--- src/rtl/random_delay_pkg.sv ---
// -----------------------------------------------------------------------------
// random_delay_pkg
// Shared definitions for the random_delay block:
//   - state_t / ST_* : FSM state encoding (IDLE, WAIT, DONE)
//   - DEFAULT_UNIT   : default clock cycles per random step
//   - cnt_width()    : width of the delay down-counter for a given UNIT
// -----------------------------------------------------------------------------
package random_delay_pkg;

    typedef logic [1:0] state_t;

    localparam state_t ST_IDLE = 2'd0;
    localparam state_t ST_WAIT = 2'd1;
    localparam state_t ST_DONE = 2'd2;

    localparam int DEFAULT_UNIT = 4;

    // The largest value ever loaded is 8*UNIT-1, so clog2(8*UNIT) bits suffice.
    function automatic int cnt_width(input int unit);
        return $clog2(8 * unit);
    endfunction

endpackage

--- src/rtl/random_delay_counter.sv ---
// -----------------------------------------------------------------------------
// delay_counter
// Loadable down-counter used to time one random delay.
// Ports:
//   clk        : rising-edge clock
//   reset      : synchronous active-high reset (count cleared to 0)
//   load_i     : load load_val_i this edge (has priority over dec_i)
//   load_val_i : value to load
//   dec_i      : decrement this edge (saturates at 0)
//   zero_o     : count is currently zero
// -----------------------------------------------------------------------------
module delay_counter #(
    parameter int CNT_W = 5
) (
    input  logic             clk,
    input  logic             reset,
    input  logic             load_i,
    input  logic [CNT_W-1:0] load_val_i,
    input  logic             dec_i,
    output logic             zero_o
);

    logic [CNT_W-1:0] cnt_q;
    logic [CNT_W-1:0] cnt_d;

    always_comb begin
        cnt_d = cnt_q;
        if (load_i) begin
            cnt_d = load_val_i;
        end else if (dec_i && (cnt_q != '0)) begin
            cnt_d = cnt_q - 1'b1;
        end
    end

    always_ff @(posedge clk) begin
        if (reset) begin
            cnt_q <= '0;
        end else begin
            cnt_q <= cnt_d;
        end
    end

    assign zero_o = (cnt_q == '0);

endmodule

--- src/rtl/random_delay.sv ---
// -----------------------------------------------------------------------------
// random_delay
// Consumes a 3-bit pseudo-random value and waits (value+1)*UNIT cycles, then
// pulses done for one cycle. rnd_take pulses the cycle after each capture so the
// generator advances exactly once per consumed value.
// Ports:
//   clk      : rising-edge clock
//   reset    : synchronous active-high reset (aborts any running delay)
//   rnd      : current generator value
//   start    : delay request, sampled on rising edge
//   rnd_take : one-cycle pulse after rnd has been captured
//   busy     : high while a delay is running
//   done     : one-cycle pulse when the delay expires
//   value    : rnd captured for the current or most recent delay
// Build option:
//   RANDOM_DELAY_RETRIGGER_EN : when defined, start during a running delay
//   recaptures rnd and restarts the delay without a done pulse.
// -----------------------------------------------------------------------------
module random_delay
    import random_delay_pkg::*;
#(
    parameter int UNIT  = DEFAULT_UNIT,
    parameter int CNT_W = cnt_width(UNIT)
) (
    input  logic       clk,
    input  logic       reset,
    input  logic [2:0] rnd,
    input  logic       start,
    output logic       rnd_take,
    output logic       busy,
    output logic       done,
    output logic [2:0] value
);

    localparam logic [CNT_W-1:0] UNIT_W  = CNT_W'(UNIT);
    localparam logic [CNT_W-1:0] UNIT_M1 = CNT_W'(UNIT - 1);

    state_t     state_q;
    state_t     state_d;
    logic [2:0] value_q;
    logic [2:0] value_d;
    logic       take_q;
    logic       take_d;

    logic             cnt_load;
    logic             cnt_dec;
    logic             cnt_zero;
    logic [CNT_W-1:0] cnt_load_val;

    // (rnd+1)*UNIT-1 written as rnd*UNIT + (UNIT-1): the peak is 8*UNIT-1,
    // which always fits in CNT_W bits, so no intermediate overflow.
    assign cnt_load_val = CNT_W'(rnd) * UNIT_W + UNIT_M1;

    always_comb begin
        state_d  = state_q;
        value_d  = value_q;
        take_d   = 1'b0;
        cnt_load = 1'b0;
        cnt_dec  = 1'b0;
        case (state_q)
            ST_IDLE: begin
                if (start) begin
                    state_d  = ST_WAIT;
                    value_d  = rnd;
                    take_d   = 1'b1;
                    cnt_load = 1'b1;
                end
            end
            ST_WAIT: begin
`ifdef RANDOM_DELAY_RETRIGGER_EN
                if (start) begin
                    value_d  = rnd;
                    take_d   = 1'b1;
                    cnt_load = 1'b1;
                end else if (cnt_zero) begin
                    state_d = ST_DONE;
                end else begin
                    cnt_dec = 1'b1;
                end
`else
                if (cnt_zero) begin
                    state_d = ST_DONE;
                end else begin
                    cnt_dec = 1'b1;
                end
`endif
            end
            ST_DONE: begin
                // A start here chains straight into the next delay.
                if (start) begin
                    state_d  = ST_WAIT;
                    value_d  = rnd;
                    take_d   = 1'b1;
                    cnt_load = 1'b1;
                end else begin
                    state_d = ST_IDLE;
                end
            end
            default: begin
                state_d = ST_IDLE;
            end
        endcase
    end

    always_ff @(posedge clk) begin
        if (reset) begin
            state_q <= ST_IDLE;
            value_q <= 3'b000;
            take_q  <= 1'b0;
        end else begin
            state_q <= state_d;
            value_q <= value_d;
            take_q  <= take_d;
        end
    end

    delay_counter #(
        .CNT_W(CNT_W)
    ) u_counter (
        .clk        (clk),
        .reset      (reset),
        .load_i     (cnt_load),
        .load_val_i (cnt_load_val),
        .dec_i      (cnt_dec),
        .zero_o     (cnt_zero)
    );

    // All outputs come straight from registers.
    assign busy     = (state_q == ST_WAIT);
    assign done     = (state_q == ST_DONE);
    assign rnd_take = take_q;
    assign value    = value_q;

endmodule

--- config.mk ---
export PLATFORM = sky130hd
export DESIGN_NAME = random_delay
export DESIGN_NICKNAME = d
export VERILOG_FILES = /design/src/rtl/random_delay_pkg.sv /design/src/rtl/random_delay_counter.sv /design/src/rtl/random_delay.sv
export SDC_FILE = /design/constraint.sdc
export NUM_CORES = 1
export LEC_CHECK = 0
export CAP_MARGIN = 30
export CORE_AREA = 2 2 39 41
export DETAILED_ROUTE_END_ITERATION = 8
export DIE_AREA = 0 0 41 43
export PLACE_DENSITY = 0.7
export SLEW_MARGIN = 20
export SYNTH_ARGS = -nofsm -noshare
export SYNTH_HDL_FRONTEND = slang
export SYNTH_HIERARCHICAL = 1
export SYNTH_SLANG_ARGS = --single-unit
--- constraint.sdc ---
create_clock -name clk -period 2.7 [get_ports clk]
set_clock_uncertainty 0.15 [all_clocks]
set_input_delay 0.54 -clock clk [delete_from_list [all_inputs] [get_ports clk]]
set_output_delay 0.54 -clock clk [all_outputs]
set_load 0.01 [all_outputs]
### Yosys cells after proc, flatten, opt, wreduce, memory -nomap -nowiden

Index checks and enable logic that the tools add are counted.

| storage, ports and cells | value |
|---|---|
| flip-flop bits (word level) | 11 |
| bits of input ports | 6 |
| output and inout port bits | 6 |
| logic and storage cells | 28 |

| cells by class | value |
|---|---|
| $add $sub $neg | 2 |
| eq/ne operators | 4 |
| multiplexer cells | 10 |
| reductions and logical operators | 8 |

Operators by type and width:

| operator | count |
|---|---|
| $mux 5 | 2 |
| $pmux 2 s3 | 1 |
| $add 5x2->5 const B | 1 |
| $logic_not 5->1 | 1 |
| $mux 1 | 5 |
| $reduce_bool 5->1 | 1 |
| $sub 5x1->5 const B | 1 |
| $mux 2 | 2 |
| $reduce_and 2->1 | 2 |
| $eq 2x1->1 const B | 1 |
| $eq 2x2->1 const B | 1 |
| $logic_not 2->1 | 1 |
| $ne 2x1->1 const B | 1 |
| $ne 2x2->1 const B | 1 |
| $reduce_bool 2->1 | 1 |
| $reduce_or 2->1 | 1 |
| $logic_and 1x1->1 | 1 |

### Depth between registers and ports, before layout

| logic depth | value |
|---|---|
| word-level depth | 6 |
| gate-level depth with buffers | 9 |
| gate-level depth less buffers | 8 |

### Cells and area by module

Netlist, hierarchy kept.

Modules (own cells, without submodules):

| module | times used | cells an instance | area each (um^2) | sequential area each (um^2) |
|---|---|---|---|---|
| delay_counter | 1 | 37 | 326.6 | 100.1 |
| random_delay | 1 | 23 | 262.8 | 120.1 |

### Worst setup path after synthesis

Ideal clock, no wire load.

| timing | value |
|---|---|
| kind | register -> register |
| start | reg u_counter.cnt_q[0] |
| end | reg u_counter.cnt_q[2] |
| setup time | 0.095 ns |
| arrival | 1.893 ns |
| data required time | 2.455 ns |
| path slack | 0.562 ns |
| stages on the path, launching flop included | 10 |
| path buffers | 1 |
| clock period less this slack | 2.138 ns |
| cells stage by stage | dfxtp_1 -> inv_1 -> ha_1 -> or4b_1 -> buf_6 -> inv_1 -> nor3b_4 -> nand2_1 -> or3_1 -> a221oi_1 |

| between the ends | value |
|---|---|
| longest elaborated chain between the ends | 5 |
| elaborated cells on any way between the ends | 9 |
| those cells by class | 1 x add/sub; 4 x mux; 4 x reduce/logical |

Ends and longest elaborated chain:

| what | line | RTL |
|---|---|---|
| start: declaration | random_delay_counter.sv:23 | `logic [CNT_W-1:0] cnt_q;` |
| start signal: assignment | random_delay_counter.sv:39 | `cnt_q <= cnt_d;` |
| $logic_not 5->1 | random_delay_counter.sv:43 | `assign zero_o = (cnt_q == '0);` |
| net cnt_zero | random_delay.sv:47 | `logic cnt_zero;` |
| $mux 1 | random_delay.sv:81 | `if (cnt_zero) begin` |
| $mux 1 | random_delay.sv:60 | `case (state_q)` |
| net cnt_dec | random_delay.sv:46 | `logic cnt_dec;` |
| $logic_and 1x1->1 | random_delay_counter.sv:30 | `end else if (dec_i && (cnt_q != '0)) begin` |
| $reduce_bool 2->1 (no line) | n/a |  |

The timed path passes the listed nets, and every way through them passes these cells. The select of a mux whose other input is x is not followed.
A chain may end at the register's enable or synchronous reset.

### Worst setup path after layout

| timing | value |
|---|---|
| start | reg u_counter.cnt_q[1] |
| end | reg u_counter.cnt_q[2] |

The elaborated chain is that of the path after synthesis.

==> metrics.md <==
| Metric | Value |
|---|---|
| Status | `finished clean` |
| Hold Buf Count CTS | `0` |
| Die Area | `1760 um^2` |
| Sw Ratio | `0.290` |
| Worst IR drop on VDD | `0.263 mV` |
| Ys async rst share | `0` |
| Fin crit period | `2.28 ns` |
| First-pass GRT wire length | `2050 um` |
| Overflow left after global routing | `0` |
| WL final | `1120 um` |
| Vias in the first global route | `475` |
| Root buffer cell | `clkbuf_4` |
| Setup violators final | `0` |
| Die span in x | `41 um` |
| Clock Tree Buf Depth | `2` |
| PortBufs | `11` |
| # resized after CTS | `0` |
| Leading cell types by count after synthesis | `dfxtp_1 (11), inv_1 (5), nor2_1 (4)` |
| Drt pass-1 iters | `4` |
| Unrepaired setup endpoints after global routing | `false` |
| Setup bufs post-CTS | `0` |
| Clock group share of total power | `0.271` |
| Slew HR | `0.634` |
| Mean Syn Cell Area | `9.82 um^2` |
| Initial antenna violation count | `0` |
| Number of flops mapped to enable cells by yosys | `0` |
| Sinks on Clock Net | `11` |
| CTS tree | `yes` |
| Cell with the most instances after synthesis | `dfxtp_1` |
| Pins Over Slew Limit | `0` |
| # IOs | `12` |
| Top cell type's share of synthesized area | `0.374` |
| Rows | `14` |
| Hold Fails Final Rpt | `0` |
| Main synth FF type | `dfxtp_1` |
| Internal Power | `0.000288 W` |
| Unique masters post-synth | `32` |
| Worst hold slack | `0.321 ns` |
| RePlAce Congestion | `0.797` |
| Worst setup path startpoint | `u_counter/cnt_q[1]` |
| Cell Area, Synth | `589 um^2` |
| Worst-Margin Slew | `0.547 ns` |
| FF+latch count, synth | `11` |
| HPWL Detailed | `879 um` |
| Wire per inst | `12.2 um` |
| Critical Path End Type | `register` |
| Maxcap violations | `0` |
| Worst-skew pair later-pin latency | `0.26 ns` |
| Critical Path AT | `2.30 ns` |
| Post-route ant nets | `0` |
| TNS Setup | `0 ns` |
| Sequential element share of the synthesized area | `0.374` |
| R2r setup slk | `0.42 ns` |
| Comb power frac | `0.267` |
| Clock transition at the registers of the reported paths | `0.07 ns` |
| Crit Path Category | `register to register` |
| Synthesis-to-layout area growth | `27.2%` |
| H-Tree Depth | `1` |
| P_sw | `0.000118 W` |
| # diodes | `0` |
| Lkg Pwr | `0.289 nW` |
| Worst R2R Start | `u_counter/cnt_q[1]` |
| Largest net degree at the start of global routing | `17` |
| YS warnings | `6` |
| Via count | `472` |
| Total global-route track usage | `0.169` |
| Via density | `5.13` |
| Maximum fanout along the worst path | `8` |
| Post-route DRC | `0` |
| Worst Hold Class | `register to register` |
| Total CTS buffers | `3` |
| Min-delay src | `value[1]` |
| Fmax | `0.438 GHz` |
| Cells after Synth | `60` |
| Critical Path Start Type | `register` |
| PD cells | `542 nW/um^2` |
| Layout net count | `84` |
| Share of layout cells above drive strength 1 | `0.158` |
| Period Utilization, post-route | `0.846` |
| DR iter-0 viols | `6` |
| Fillers | `136` |
| Dominant cell type by area after synthesis | `dfxtp_1` |
| Synth area leaders | `dfxtp_1 (37%), nand4bb_1 (5.7%), a2111oi_4 (4.7%)` |
| Flop pwr share | `0.462` |
| CP required | `2.71 ns` |
| Initial core utilization | `0.426` |
| Core region area | `1380 um^2` |
| Chip Height | `43 um` |
through the flow:
step                instances  total power, W  utilization  cell area, um^2  setup WS [ns]
finish                     92        0.000406        0.542              749          0.415
global route               92        0.000435        0.542              749          0.185
CTS                        92        0.000410        0.542              749          0.410
detailed placement         88        0.000300        0.523              723          0.431
global placement           88        0.000298        0.523              723          0.495
floorplan                  61        0.000264            -              593          0.562
power by group through the flow:
stage / combinational (W) / sequential, W / clock, W
4_1_cts: 0.000109 / 0.000188 / 0.000113
3_5_place_dp: 0.000109 / 0.000192 / 0
5_1_grt: 0.000121 / 0.000190 / 0.000124
2_1_floorplan: 0.0000734 / 0.000191 / 0
6_report: 0.000109 / 0.000187 / 0.000110
3_3_place_gp: 0.000107 / 0.000191 / 0
worst paths after layout:
kind,cells after the start,endpoint
max,8,u_counter/cnt_q[2]
min,2,value[1]
max reg2reg,8,u_counter/cnt_q[2]
min reg2reg,2,value[1]
layer usage:
metal / GRT usage / routed length (um) / share of wire / vias to the layer above
li1: - / - / - / 250
met1: 0.237 / 539 / 0.48 / 216
met2: 0.231 / 546 / 0.49 / 4
met3: 0.0628 / 17 / 0.015 / 2
met4: 0.0600 / 14 / 0.013 / 0
met5: 0 / 0 / 0 / -
registers in the layout, summed over array words and instances (netlist names):
| signal | cells |
|---|---|
| u_counter/cnt_q | 5 |
| value | 3 |
| state_q | 2 |
| rnd_take | 1 |
placed cells by master (no fill, tap or decap), drive strengths merged, types with 2 or more instances in the layout:
cell / netlist / routed
a2111oi: 2 / 2
a21oi: 2 / 2
a311oi: 2 / 2
and2b: 2 / 2
buf: 1 / 2
clkbuf: 1 / 4
clkdlybuf4s50: 0 / 11
conb: 1 / 2
dfxtp: 11 / 11
inv: 5 / 5
nand2: 3 / 3
nand2b: 3 / 3
nand4bb: 3 / 3
nor2: 4 / 4
nor2b: 3 / 3
nor3: 2 / 2
o21ai: 3 / 3
kinds of logic (layout without fill, tap and decap cells):
| kind of cell | count (synthesis) | in the layout | share of synthesized area |
|---|---|---|---|
| other | 1 | 2 | 0.00636 |
| adders and majority gates | 1 | 1 | 0.0212 |
| AOI/OAI and AO/OA | 14 | 14 | 0.221 |
| and+or+nand+nor | 26 | 26 | 0.321 |
| buffers and inverters | 7 | 22 | 0.0573 |
| DFF | 11 | 11 | 0.374 |
area by class of cell:
type	instances	area [um^2]	area share
Sequential cell	11	220	0.294
Multi-Input combinational cell	43	339	0.452
Tap cell	16	20.0	0.0267
Timing Repair Buffer	13	125	0.167
Clock buffer	4	26.3	0.0351
Inverter	5	18.8	0.0250
critical path, cell delays in order, from the launching register on:
cell and delay [ns]:
dfxtp_1 0.34, inv_1 0.08, ha_1 0.20, or4b_1 0.19, inv_1 0.07, nor3b_4 0.39, nand2_1 0.16, or3_1 0.38
a221oi_1 0.23
Note: power is estimated with default switching activity, not from simulation.
